--- config.mk ---
export PLATFORM = sky130hd
export DESIGN_NAME = prbs_par_gen
export DESIGN_NICKNAME = d
export VERILOG_FILES = /design/src/rtl/prbs_par_gen.sv
export SDC_FILE = /design/constraint.sdc
export NUM_CORES = 1
export LEC_CHECK = 0
export CORE_AREA = 2 2 39 41
export DETAILED_ROUTE_END_ITERATION = 8
export DIE_AREA = 0 0 41 43
export GPL_ROUTABILITY_DRIVEN = 0
export MAX_ROUTING_LAYER = met4
export SETUP_SLACK_MARGIN = 0.4
export SLEW_MARGIN = 0
export SYNTH_ARGS = -nofsm -noshare
export SYNTH_HDL_FRONTEND = slang
export SYNTH_SLANG_ARGS = --single-unit
--- constraint.sdc ---
create_clock -name vclk -period 0.9
set_clock_uncertainty 0.1 [all_clocks]
set_input_delay 0.18 -clock vclk [all_inputs]
set_output_delay 0.18 -clock vclk [all_outputs]
set_load 0.05 [all_outputs]
--- src/rtl/prbs_par_gen.sv ---
// Combinational parallel PN predictor: full = {seed, pn}, high indices older,
// pn[i] = ^(full[i +: POL_W+1] & POL_MASK).
module prbs_par_gen #(
  parameter int               POL_W    = 7,
  parameter logic [POL_W:0]   POL_MASK = 8'hC0,
  parameter int               DW       = 16
) (
  input  logic [POL_W-1:0] seed,
  output logic [DW-1:0]    pn
);

  always_comb begin
    logic [POL_W+DW-1:0] full;
    full = {seed, {DW{1'b0}}};
    // Oldest output bit first so every tap it reads is already resolved.
    for (int i = DW - 1; i >= 0; i--)
      full[i] = ^(full[i +: POL_W+1] & POL_MASK);
    pn = full[DW-1:0];
  end

endmodule

Word level (Yosys, flattened, before mapping)
Index checks and enable logic that the tools add are counted.
{"block": "op_classes", "reduce_logical": 16}
{"op": "$reduce_xor A8 Y1", "count": 16}
{"block": "totals", "out_inout_bits": 16, "ff_bits": 0, "word_cells": 16, "in_bits": 7}

Longest topological paths before layout
Gate-level depths: netlist of run 1.
{"block": "logic_depth", "ltp_word": 3, "depth_mapped": 3, "ltp_nobuf": 2}

Worst setup path before layout of run 1
OpenSTA, ideal clock, no wires.
{"block": "synth_path", "path_type": "input to output", "from": "input seed[4]", "to": "output pn[2]", "cell_stages": 2, "setup_slack_ns": -1.204, "arrival_time_ns": 1.824, "t_required_ns": 0.620, "path_buffers": 0, "path_cell_list": "xor2_1 > xor2_1"}
{"block": "synth_via", "elab_chain_cells": 3}
{"item": "from (decl)", "line_no": "8", "source": "input logic [POL_W-1:0] seed,"}
{"item": "$reduce_xor A8 Y1 (3 in a row)", "line_no": "17", "source": "full[i] = ^(full[i +: POL_W+1] & POL_MASK);"}
{"item": "to (decl)", "line_no": "9", "source": "output logic [DW-1:0] pn"}
Every way passes these cells.

Worst setup path after layout of run 1
{"block": "layout_path", "from": "input seed[4]", "to": "output pn[1]"}
{"block": "layout_via", "elab_chain_cells": 3, "word_cells_on_any_way": 5, "classes_between": "reduce/logical (5)"}
{"item": "$reduce_xor A8 Y1 (2 in a row)", "line_no": "17"}
{"item": "$reduce_xor A8 Y1 (*)", "line_no": "17"}
Every way passes the cells marked *; elsewhere a longest branch is shown, timed or not.

==> results of run 1 <==
[metal layers]
layer / share of wire (%) / wire length, um / vias to the layer above / GRT usage [%]
li1: - / - / 141 / -
met1: 26 / 274 / 148 / 17.8
met2: 70 / 726 / 14 / 32.5
met3: 3.7 / 38 / 0 / 0
met4: 0 / 0 / 0 / 0
met5: 0 / 0 / - / -
[cell usage after synthesis]
| cell | n | area [um^2] |
|---|---|---|
| buf_2 | 1 | 5.00 |
| xor2_2 | 1 | 16.3 |
| xor2_1 | 10 | 87.6 |
| inv_1 | 1 | 3.75 |
| xnor2_1 | 6 | 52.6 |
[layout by cell type (no fill, tap or decap), drive strengths merged]
master and n:
xor2 11, inv 1, xnor2 6, buf 44
[area by class of cell]
| cell class | count | area, um^2 | area share (%) |
|---|---|---|---|
| inverters | 1 | 6.26 | 0.517 |
| well taps | 16 | 20.0 | 1.65 |
| repair buffers | 44 | 716 | 59.2 |
| multi-input cells | 17 | 468 | 38.7 |
[worst max-delay path: stages]
cell	delay, ns
buf_8	0.10
buf_12	0.13
xor2_4	0.15
buf_6	0.13
xnor2_4	0.15
buf_12	0.15
[logic make-up (layout without fill, tap and decap cells)]
kind of cell              after synthesis  count (layout)  share of synthesized area [%]
buffers and inverters                   2              45                           5.30
xor gates and xnor gates               17              17                           94.7
[report_power, final]
part           internal [W]  switching (W)  leakage [nW]  total (W)
Combinational      0.000690       0.000610         0.491    0.00130
Sequential                0              0             0          0
Clock                     0              0             0          0
Total              0.000690       0.000610         0.491    0.00130
[how the worst min path moves through the flow]
stage,from,endpoint,cells past startpoint
after global placement,seed[0],pn[10],4
after floorplan,seed[0],pn[10],1
after CTS,seed[4],pn[8],4
final,seed[0],pn[10],4
after global routing,seed[0],pn[10],4
after detailed placement,seed[0],pn[10],4
[per-stage QoR]
step	worst slack (ns)	util, %	setup TNS [ns]
global placement	-0.867	73.1	-11.68
finish	-0.374	87.4	-3.84
CTS	-0.421	83.6	-3.98
floorplan	-0.354	-	-1.77
detailed placement	-0.894	73.1	-12.00
global route	-0.411	87.4	-4.19
[what timing repair did]
item | 4_1_cts | 5_1_grt
pin swaps | 15 | 12
setup buffers | 3 | 1
endpoints found under the setup margin | 16 | 16
resized for setup | 70 | 11
==> impl_metrics.py, run 1 <==
metrics = {
    "timing": {
        "setup_violations": 16,
        "drv_slew": 0,
        "finalCriticalPeriod_ns": 1.27,
        "tightest_slew_ns": 0.222,
        "fmax_ghz": 0.785,
        "layout_setup_ws_ns": -0.374,
        "rsz0062_at_grt": "true",
        "fin_crit_sh_pct": 142,
        "fin_hold_ws_ns": 0.665,
        "final_hold_viol_count": 0,
        "relSlewSlack_pct": 85.2,
    },
    "cells_and_area": {
        "clock_buffers": 0,
        "drive_gt1_share_pct": 100,
        "register_area_um2": 0,
        "diodes": 0,
        "nets": 71,
        "fillCellCount": 52,
        "area_growth_pct": 633,
        "fin_area_um2": 1210,
        "seq_cells": 0,
        "fin_cells": 78,
    },
    "die": {
        "chipHeight_um": 43,
        "core_area_um2": 1380,
        "dieArea_um2": 1760,
        "initial_core_util_pct": 11.9,
        "io_pins": 23,
        "rows": 14,
        "fp.dieW_um": 41,
    },
    "worst_hold_path": {
        "min_path_type": "input port to output pin",
    },
    "placed_design": {
        "dpl.hpwl_um": 747,
        "io_buffers": 23,
        "dpl_cell_area_um2": 1010,
        "dp_cells": 74,
    },
    "synthesis": {
        "synth_cell_types": 5,
        "avgSynthCellArea_um2": 8.69,
        "syn_area_um2": 165,
        "ys_seq_area_share_pct": 0,
        "synth_cells": 19,
        "mappedNetlistNets": 26,
        "ys.warnings.count": 0,
    },
    "status": {
        "violations": "setup timing",
        "status": "complete, but fails checks",
    },
    "clock_network": {
        "postCtsHoldBufs": 0,
    },
    "power_and_ir_drop": {
        "p_leak_nw": 0.491,
        "p_per_area_nw_per_um2": 1070,
        "total_power_w": 0.00130,
        "peakVddDrop_mv": 0.588,
    },
    "drt": {
        "first_pass_iters": 2,
        "wl_um": 1040,
        "via_per_inst": 3.88,
        "ant_nets": 0,
        "avgRoutedWirePerCell_um": 13.3,
        "vias": 303,
        "drc": 0,
        "drt_iter0_drc": 1,
    },
    "setup_path": {
        "cp-start-kind": "input port",
        "cp.required_ns": 0.62,
        "path_class": "input port to output pin",
        "crit_end": "pn[1]",
        "critPathCaptureType": "output pin",
        "crit_fanout": 3,
        "crit_path_start": "seed[4]",
        "cp.arrival_ns": 0.99,
    },
    "global_route": {
        "grt_pass1_wl_um": 1880,
        "grt-ovfl-total": 0,
        "track_usage_pct": 16.4,
        "grt_max_degree": 5,
        "antenna_found_initial": 0,
        "grt_pass1_vias": 356,
    },
    "run": {
        "drv_cap": 0,
    },
}
Power figures use the tool's default switching activity.
==> inputs of run 2 (changes only) <==
--- a/config.mk
+++ b/config.mk
@@ -5,6 +5,7 @@
 export SDC_FILE = /design/constraint.sdc
 export NUM_CORES = 1
 export LEC_CHECK = 0
+export ABC_CLOCK_PERIOD_IN_PS = 900
 export CORE_AREA = 2 2 39 41
 export DETAILED_ROUTE_END_ITERATION = 8
 export DIE_AREA = 0 0 41 43
==> results of run 2 <==
The final DEF is identical to that of run 1; final timing and power are the same.
